==> src/rtl/param_gshare_predictor.sv <==
// Parameterised gshare/bimodal branch predictor: PHT of saturating counters,
// speculative global history with mispredict repair, and a mispredict counter.
module param_gshare_predictor #(
  parameter int IDX_W     = 7,
  parameter int CTR_W     = 2,
  parameter int HASH_MODE = 0,
  parameter int CNT_W     = 16
) (
  input  logic             clk,
  input  logic             areset,
  input  logic             predict_valid,
  input  logic [IDX_W-1:0] predict_pc,
  output logic             predict_taken,
  output logic [IDX_W-1:0] predict_history,
  input  logic             train_valid,
  input  logic             train_taken,
  input  logic             train_mispredicted,
  input  logic [IDX_W-1:0] train_history,
  input  logic [IDX_W-1:0] train_pc,
  output logic [CNT_W-1:0] mispredict_count
);

  localparam int               PHT_N    = 1 << IDX_W;
  localparam logic [CTR_W-1:0] CTR_MAX  = {CTR_W{1'b1}};
  localparam logic [CTR_W-1:0] CTR_ZERO = {CTR_W{1'b0}};
  localparam logic [CTR_W-1:0] CTR_ONE  = CTR_W'(1);
  // Weakly not-taken: all ones shifted right gives 0..011, and 0 for CTR_W=1.
  localparam logic [CTR_W-1:0] CTR_INIT = CTR_MAX >> 1;
  localparam logic [CNT_W-1:0] CNT_MAX  = {CNT_W{1'b1}};
  localparam logic [CNT_W-1:0] CNT_ZERO = {CNT_W{1'b0}};
  localparam logic [CNT_W-1:0] CNT_ONE  = CNT_W'(1);
  localparam logic [IDX_W-1:0] IDX_ZERO = {IDX_W{1'b0}};

  function automatic logic [CTR_W-1:0] ctr_update(input logic [CTR_W-1:0] ctr,
                                                  input logic             taken);
    logic [CTR_W-1:0] res;
    if (taken) begin
      if (ctr == CTR_MAX) res = ctr;
      else                res = ctr + CTR_ONE;
    end else begin
      if (ctr == CTR_ZERO) res = ctr;
      else                 res = ctr - CTR_ONE;
    end
    return res;
  endfunction

  function automatic logic [IDX_W-1:0] pht_index(input logic [IDX_W-1:0] pc,
                                                 input logic [IDX_W-1:0] hist);
    logic [IDX_W-1:0] idx;
    if (HASH_MODE == 1) idx = pc;
    else                idx = pc ^ hist;
    return idx;
  endfunction

  logic [CTR_W-1:0] pht_r [PHT_N];
  logic [IDX_W-1:0] ghr_r;
  logic [CNT_W-1:0] cnt_r;

  logic [IDX_W-1:0] pred_idx_s;
  logic [IDX_W-1:0] train_idx_s;
  logic [CTR_W-1:0] pred_ctr_s;
  logic [IDX_W-1:0] ghr_next_s;
  logic             train_mis_s;

  // Index generation and combinational prediction from the current state.
  always_comb begin
    pred_idx_s      = pht_index(predict_pc, ghr_r);
    train_idx_s     = pht_index(train_pc, train_history);
    pred_ctr_s      = pht_r[pred_idx_s];
    predict_taken   = pred_ctr_s[CTR_W-1];
    predict_history = ghr_r;
    train_mis_s     = train_valid & train_mispredicted;
  end

  // History next-state: mispredict repair beats the speculative shift.
  always_comb begin
    ghr_next_s = ghr_r;
    if (train_mis_s) begin
      ghr_next_s = {train_history[IDX_W-2:0], train_taken};
    end else if (predict_valid) begin
      ghr_next_s = {ghr_r[IDX_W-2:0], predict_taken};
    end else begin
      ghr_next_s = ghr_r;
    end
  end

  // Global history register.
  always_ff @(posedge clk) begin
    if (areset) ghr_r <= IDX_ZERO;
    else        ghr_r <= ghr_next_s;
  end

  // Pattern history table; the whole array is flop-based so reset takes one cycle.
  always_ff @(posedge clk) begin
    if (areset) begin
      for (int i = 0; i < PHT_N; i++) pht_r[i] <= CTR_INIT;
    end else if (train_valid) begin
      pht_r[train_idx_s] <= ctr_update(pht_r[train_idx_s], train_taken);
    end
  end

  // Saturating mispredict statistics counter.
  always_ff @(posedge clk) begin
    if (areset)                             cnt_r <= CNT_ZERO;
    else if (train_mis_s && cnt_r != CNT_MAX) cnt_r <= cnt_r + CNT_ONE;
  end

  assign mispredict_count = cnt_r;

endmodule

==> config.mk <==
export PLATFORM = sky130hd
export DESIGN_NAME = param_gshare_predictor
export DESIGN_NICKNAME = d
export VERILOG_FILES = /design/src/rtl/param_gshare_predictor.sv
export SDC_FILE = /design/constraint.sdc
export NUM_CORES = 1
export LEC_CHECK = 0
export CELL_PAD_IN_SITES_DETAIL_PLACEMENT = 1
export CELL_PAD_IN_SITES_GLOBAL_PLACEMENT = 1
export CORE_ASPECT_RATIO = 1.5
export CORE_UTILIZATION = 49
export DETAILED_ROUTE_END_ITERATION = 8
export PLACE_DENSITY = 0.81
export SYNTH_ARGS = -nofsm -noshare
export SYNTH_HDL_FRONTEND = slang
export SYNTH_SLANG_ARGS = --single-unit
==> constraint.sdc <==
create_clock -name clk -period 4.5 [get_ports clk]
set_clock_uncertainty 0.05 [all_clocks]
set_input_delay 0.9 -clock clk [delete_from_list [all_inputs] [get_ports clk]]
set_output_delay 0.9 -clock clk [all_outputs]
set_load 0.02 [all_outputs]
==> results of run 1 <==
-- worst max-delay path, stage by stage --
cell and delay (ns):
clkdlybuf4s50_1 0.47, xnor2_1 0.19, nor2_1 0.36, buf_12 0.18, o21ai_0 0.07, nor4_1 0.76
or4_1 0.23, mux4_2 0.30, inv_2 0.05, buf_6 0.12
-- cells in the mapped netlist (4+ instances only) --
| cell type | instances |
|---|---|
| nand2_1 | 299 |
| edfxtp_1 | 256 |
| nor2_1 | 183 |
| nand3_1 | 139 |
| nand2b_1 | 128 |
| clkbuf_1 | 81 |
| a21oi_1 | 68 |
| mux2i_1 | 39 |
| o21ai_0 | 28 |
| dfxtp_1 | 23 |
| xor2_1 | 20 |
| mux4_2 | 19 |
| a221oi_1 | 18 |
| nor4_1 | 18 |
| buf_2 | 17 |
| a211oi_1 | 16 |
| mux2_2 | 15 |
| buf_6 | 14 |
| xnor2_1 | 14 |
| a22oi_1 | 12 |
| buf_8 | 11 |
| nand4_1 | 11 |
| nor3_1 | 9 |
| a22o_1 | 8 |
| mux4_1 | 6 |
| o2bb2ai_1 | 6 |
| a31oi_1 | 5 |
| buf_4 | 5 |
| o22ai_1 | 5 |
| or4_1 | 5 |
| a32oi_1 | 4 |
| nor2b_1 | 4 |
| or3_1 | 4 |
-- power by group --
| part | switching, mW | internal, mW | total, mW |
|---|---|---|---|
| Sequential | 0.0593 | 2.89 | 2.94 |
| Clock | 1.10 | 1.60 | 2.70 |
| Combinational | 1.18 | 0.749 | 1.93 |
-- worst paths after layout --
path	slack [ns]	to	depth (start not counted)	start
worst max-delay path	-0.08	predict_taken	10	predict_pc[4]
worst min-delay path	0.49	mispredict_count[14]	2	mispredict_count[14]
worst max register to register	1.30	predict_history[0]	12	predict_history[0]
worst min register to register	0.49	mispredict_count[14]	2	mispredict_count[14]
-- logic make-up (layout without fill, tap and decap cells) --
kind of cell	after synthesis	count (layout)	synth area share [%]
xor+xnor	39	39	2.47
fa+ha+maj	2	2	0.155
mux	80	80	7.52
other cells	0	2	0
buf+inv	133	286	5.00
compound gates	187	187	7.92
simple gates	807	807	23.9
flops	279	279	53.0
-- stage by stage --
stage / hold WS (ns) / TNS (ns) / util (%) / instance area [um^2]
after floorplan: 0.520 / 0 / - / 15400
after global placement: 0.441 / -69.32 / 56.1 / 17400
after detailed placement: 0.472 / -82.93 / 56.1 / 17400
after CTS: 0.487 / -0.169 / 60.1 / 18600
after global routing: 0.518 / -0.0710 / 60.5 / 18700
final: 0.494 / -0.0776 / 60.6 / 18700
-- cell type report --
cell class | count | area (um^2) | area share [%]
repair buffers | 232 | 2360 | 12.6
diodes | 2 | 5.00 | 0.0267
flip-flops and latches | 279 | 8150 | 43.5
inverters | 3 | 11.3 | 0.0601
clock buffers | 31 | 743 | 3.97
well taps | 405 | 507 | 2.70
multi-input cells | 1115 | 6650 | 35.5
clock inverters | 20 | 307 | 1.64
-- metal layers --
metal	wire, um	global-route usage, %
met1	19800	39.0
met2	29400	64.0
met3	4650	6.69
met4	4840	28.3
met5	13	0
-- timing repair --
action | CTS | global route
cloned | 3 | 1
gates resized for setup | 23 | 16
pin swaps | 1 | 4
setup buffers | 5 | 10
endpoints found under the setup margin | 1 | 127
endpoints found under the hold margin | 0 | 0
-- state kept, by name, indices dropped and copies added, names as in the netlist --
signal            flops
pht_r               256
mispredict_count     16
predict_history       7
==> qor.csv, run 1 <==
metric,value,unit
hold_violations,0,
worst_ep_required_time,3.55,ns
placed_cell_count,2016,
violations,negative setup slack,
path_clk_slew,0.06,ns
dp_hpwl,39500,um
wire_per_inst,28.1,um
initialDrtViolationCount,1364,
clock_sink_count,279,
timing.final.max_slew_violations,0,
viasPerCell,6.54,
leakage,6.41,nW
setup_repair_after_global_routing_missed_its_margin,true,
gp_congestion,0.960,
antenna_found_initial,2,
status,finished with violations,
number_of_synthesized_flops_with_an_enable_pin,256,
yosysTopAreaCellShare,50.0,%
total_number_of_vias,13600,
finalPower,7.57,mW
synth-seq-cells,279,
instances_no_fill,2087,
drt.antenna.violating_nets,0,
first_global_vias,14600,
chipHeight,219,um
arrival,3.63,ns
ir_worst_vdd,289,uV
final_common_cell,nand2_1,
syn_area,15400,um^2
tritoncts,done,
tritoncts.num_buffers,28,
worst_hold_path_type,reg2reg,
rows,79,
syn-instance-count,1527,
synth_fp_nets,1555,
cts_buffer_depth,3,
ys_top_cells_by_area,"edfxtp_1 50%, nand2_1 7.3%, nand2b_1 5.2%",
max_slew.worst_pin.slew,1.03,ns
period_needed,4.58,ns
later_pin_clock_latency_in_the_skew_report,0.58,ns
mostFrequentLayoutCells,"299 x nand2_1, 256 x edfxtp_1, 174 x nor2_1",
initial_utilization,49.7,%
area_growth,21.9,%
max_freq,218,MHz
placement.setup.worst_slack,-0.713,ns
yosysWarningCount,0,
finalNetCount,1687,
grt_start_max_net_pins,88,
cts-root-buf,clkbuf_16,
cellPowerDensity,404,nW/um^2
overflow,0,
post_synth_num_cell_types,56,
chipWidth,147,um
floorplan.core_area,30900,um^2
postSynthAreaPerCell,10.1,um^2
drive_gt1_share,18.2,%
maxCapViolCount,0,
worst_slew_margin_rel,30.6,%
grt_usage,36.5,%
worst_slack,-0.0776,ns
fillers,3303,
router_iterations_before_antenna_repair,5,
post-route-drc-count,0,
numPortBuffers,50,
maximum_net_fanout_on_the_critical_path,3,
critPathCaptureType,output port,
setup_violations,1,
worstSetupStartpointType,input pin,
timing.setup.critical_path_class,in2out,
yosys_top_cell_by_area,edfxtp_1,
dieArea,32100,um^2
finalWirelength,58600,um
finalCritPeriodShare,102,%
synth.yosys.seq_area_share,53.0,%
htreeDepth,1,
first_pass_grt_wire_length,86900,um
ys_async_sr_fraction,0,%
synth-main-ff-cell,edfxtp_1,
cts_hold_repair.buffers,0,
io-pin-count,51,
(Power assumes the default switching activity.)
==> run 2, diff against run 1 <==
- CORE_UTILIZATION: 49 -> 40
- PLACE_DENSITY: 0.81 -> 0.68
==> run 2 against run 1 <==
The flow now finishes without violations. Sequential power barely moved. Combinational power barely moved. Die area rose by 22%. Sequential share of layout area barely moved. Setup slack improved by 0.11 ns. Highest routed layer is now met4.
==> qor.csv, run 2 (synthesis gave the netlist of run 1 again) <==
metric,value,unit,change
arrival,3.52,ns,-0.11 ns
clock_power_share,33.1,%,-2.5 points
worst_slack,0.0325,ns,+0.110 ns
r2r_slack,1.23,ns,-0.07 ns
finalCritPeriodShare,99.3,%,-2.4 points
setup_violations,0,,-1
ir_worst_vdd,282,uV,-2.2%
first_pass_grt_wire_length,85100,um,-2.0%
period_needed,4.47,ns,-0.110 ns
chipWidth,162,um,+11%
cts_buffer_depth,3,,unchanged
max_freq,224,MHz,+2.5%
router_iterations_before_antenna_repair,5,,unchanged
timing.setup.critical_path_class,in2out,,
placement.setup.worst_slack,-0.892,ns,-0.180 ns
min_delay_path_depth,2,,unchanged
status,"finished, final reports clean",,
largest_register_ff_count,256,,unchanged
leakage,6.36,nW,-0.74%
timing.reg2reg.worst_path_depth,10,,-2
finalWirelength,57100,um,-2.5%
maxCapViolCount,0,,unchanged
worst_hold_path_type,reg2reg,,
hold_violations,0,,unchanged
post-route-drc-count,0,,unchanged
floorplan.core_area,37800,um^2,+22%
antenna-diode-count,0,,-2
cts-root-buf,clkbuf_16,,
instances_no_fill,2177,,+4.3%
top_register,pht_r,,
antenna_found_initial,0,,-2
hold-path-endpoint,mispredict_count[14],,
stdcell_area,18700,um^2,about the same
finalNetCount,1693,,+0.36%
worst_ep_required_time,3.55,ns,about the same
initialDrtViolationCount,1123,,-18%
max_slew.worst_pin.slew,0.918,ns,-0.116 ns
reg2reg_to,pht_r[68][0],,
total_switching_power,2.29,mW,-1.7%
area_growth,21.9,%,about the same
mostFrequentLayoutCells,"298 x nand2_1, 256 x edfxtp_1, 174 x nor2_1",,
clock_sink_count,279,,unchanged
io-pin-count,51,,unchanged
finalPower,7.24,mW,-4.3%
worst_slew_margin_rel,38.6,%,+8.0 points
p_int,4.95,mW,-5.5%
placement_cell_area,17500,um^2,+0.50%
tns,0,ns,+0.0776 ns
htreeDepth,1,,unchanged
first_global_vias,13900,,-5.2%
reg2reg_from,pht_r[58][0],,
initial_utilization,40.7,%,-9.0 points
final_common_cell,nand2_1,,
sequentialPowerShare,40.6,%,+1.7 points
tritoncts,done,,
worstSetupStartpointType,input pin,,
timing.final.max_slew_violations,0,,unchanged
drive_gt1_share,18.7,%,+0.57 points
overflow,0,,unchanged
tritoncts.num_buffers,29,,+3.6%
path_clk_slew,0.06,ns,about the same
rows,87,,+10%
later_pin_clock_latency_in_the_skew_report,0.59,ns,about the same
chipHeight,242,um,+11%
dp_hpwl,39600,um,+0.25%
placed_cell_count,2106,,+4.5%
power_frac_comb,26.3,%,+0.8 points
grt_usage,29.3,%,-7.3 points
maximum_net_fanout_on_the_critical_path,4,,+1
worst_hold_startpoint,mispredict_count[14],,
viasPerCell,6.03,,-7.7%
fillers,4159,,+26%
total_number_of_vias,13100,,-3.7%
cellPowerDensity,387,nW/um^2,-4.3%
grt_start_max_net_pins,79,,-10%
critPathCaptureType,output port,,
drt.antenna.violating_nets,0,,unchanged
gp_congestion,0.906,,-5.6%
wire_per_inst,26.2,um,-6.6%
switching_share,31.7,%,+0.83 points
dieArea,39200,um^2,+22%
numPortBuffers,50,,unchanged
-- run 2: cell types whose count changed in the layout (fill, tap and decap cells not counted), moves of 3 or more --
cell,delta
buf_4,+13
buf_6,-5
bufinv_16,-5
clkinv_2,+5
clkinv_4,-5
clkbuf_1,+4
buf_12,-3
clkinv_1,+3
-- run 2: final cells by class --
cell class | instances | area (um^2) | area share, %
clock buffer | 35 | 758 | 4.05
clock inverter | 19 | 156 | 0.835
inverter | 3 | 11.3 | 0.0601
multi-input combinational | 1115 | 6710 | 35.8
sequential | 279 | 8150 | 43.5
tap | 489 | 612 | 3.27
timing repair buffer | 237 | 2330 | 12.5
-- run 2: what timing repair did --
item,4_1_cts,5_1_grt
pin swaps,3,9
setup endpoints to repair,1,66
setup buffers,3,11
cloned,2,1
resized for setup,23,25
hold buffers,0,0
-- run 2: per-layer routing --
metal | global-route usage (%) | wire, um
met4 | 18.1 | 3740
met3 | 3.01 | 2920
met2 | 52.1 | 29700
met5 | 0 | 0
met1 | 33.2 | 20800
-- run 2: worst max path at each step --
stage | from | to | slack (ns) | cells past startpoint
6_report | predict_pc[3] | predict_taken | 0.03 | 9
5_1_grt | predict_history[0] | predict_taken | -0.03 | 12
4_1_cts | predict_pc[2] | predict_taken | 0.003 | 11
3_5_place_dp | predict_pc[3] | predict_taken | -0.89 | 9
3_3_place_gp | predict_pc[4] | predict_taken | -0.77 | 9
2_1_floorplan | predict_pc[0] | predict_taken | 0.56 | 8
-- run 2: worst max-delay path, stage by stage --
cell and delay (ns):
clkdlybuf4s50_1 0.50, xnor2_2 0.20, nor2_2 0.49, o21ai_2 0.13
nor4_2 0.56, or4_4 0.26, mux4_2 0.29, inv_2 0.05
buf_6 0.12
-- run 2: power by group through the flow --
stage / Clock [mW] / Sequential (mW) / Combinational (mW)
final: 2.40 / 2.94 / 1.91
after global routing: 2.51 / 2.94 / 1.99
after global placement: 0 / 2.99 / 1.74
after detailed placement: 0 / 2.99 / 1.76
after CTS: 2.42 / 2.94 / 1.83
after floorplan: 0 / 2.97 / 1.02
-- run 2: metrics by stage --
| step | hold slack [ns] | util [%] |
|---|---|---|
| 2_1_floorplan | 0.520 | - |
| 3_3_place_gp | 0.430 | 46.2 |
| 3_5_place_dp | 0.467 | 46.2 |
| 4_1_cts | 0.475 | 49.0 |
| 5_1_grt | 0.530 | 49.6 |
| 6_report | 0.478 | 49.6 |
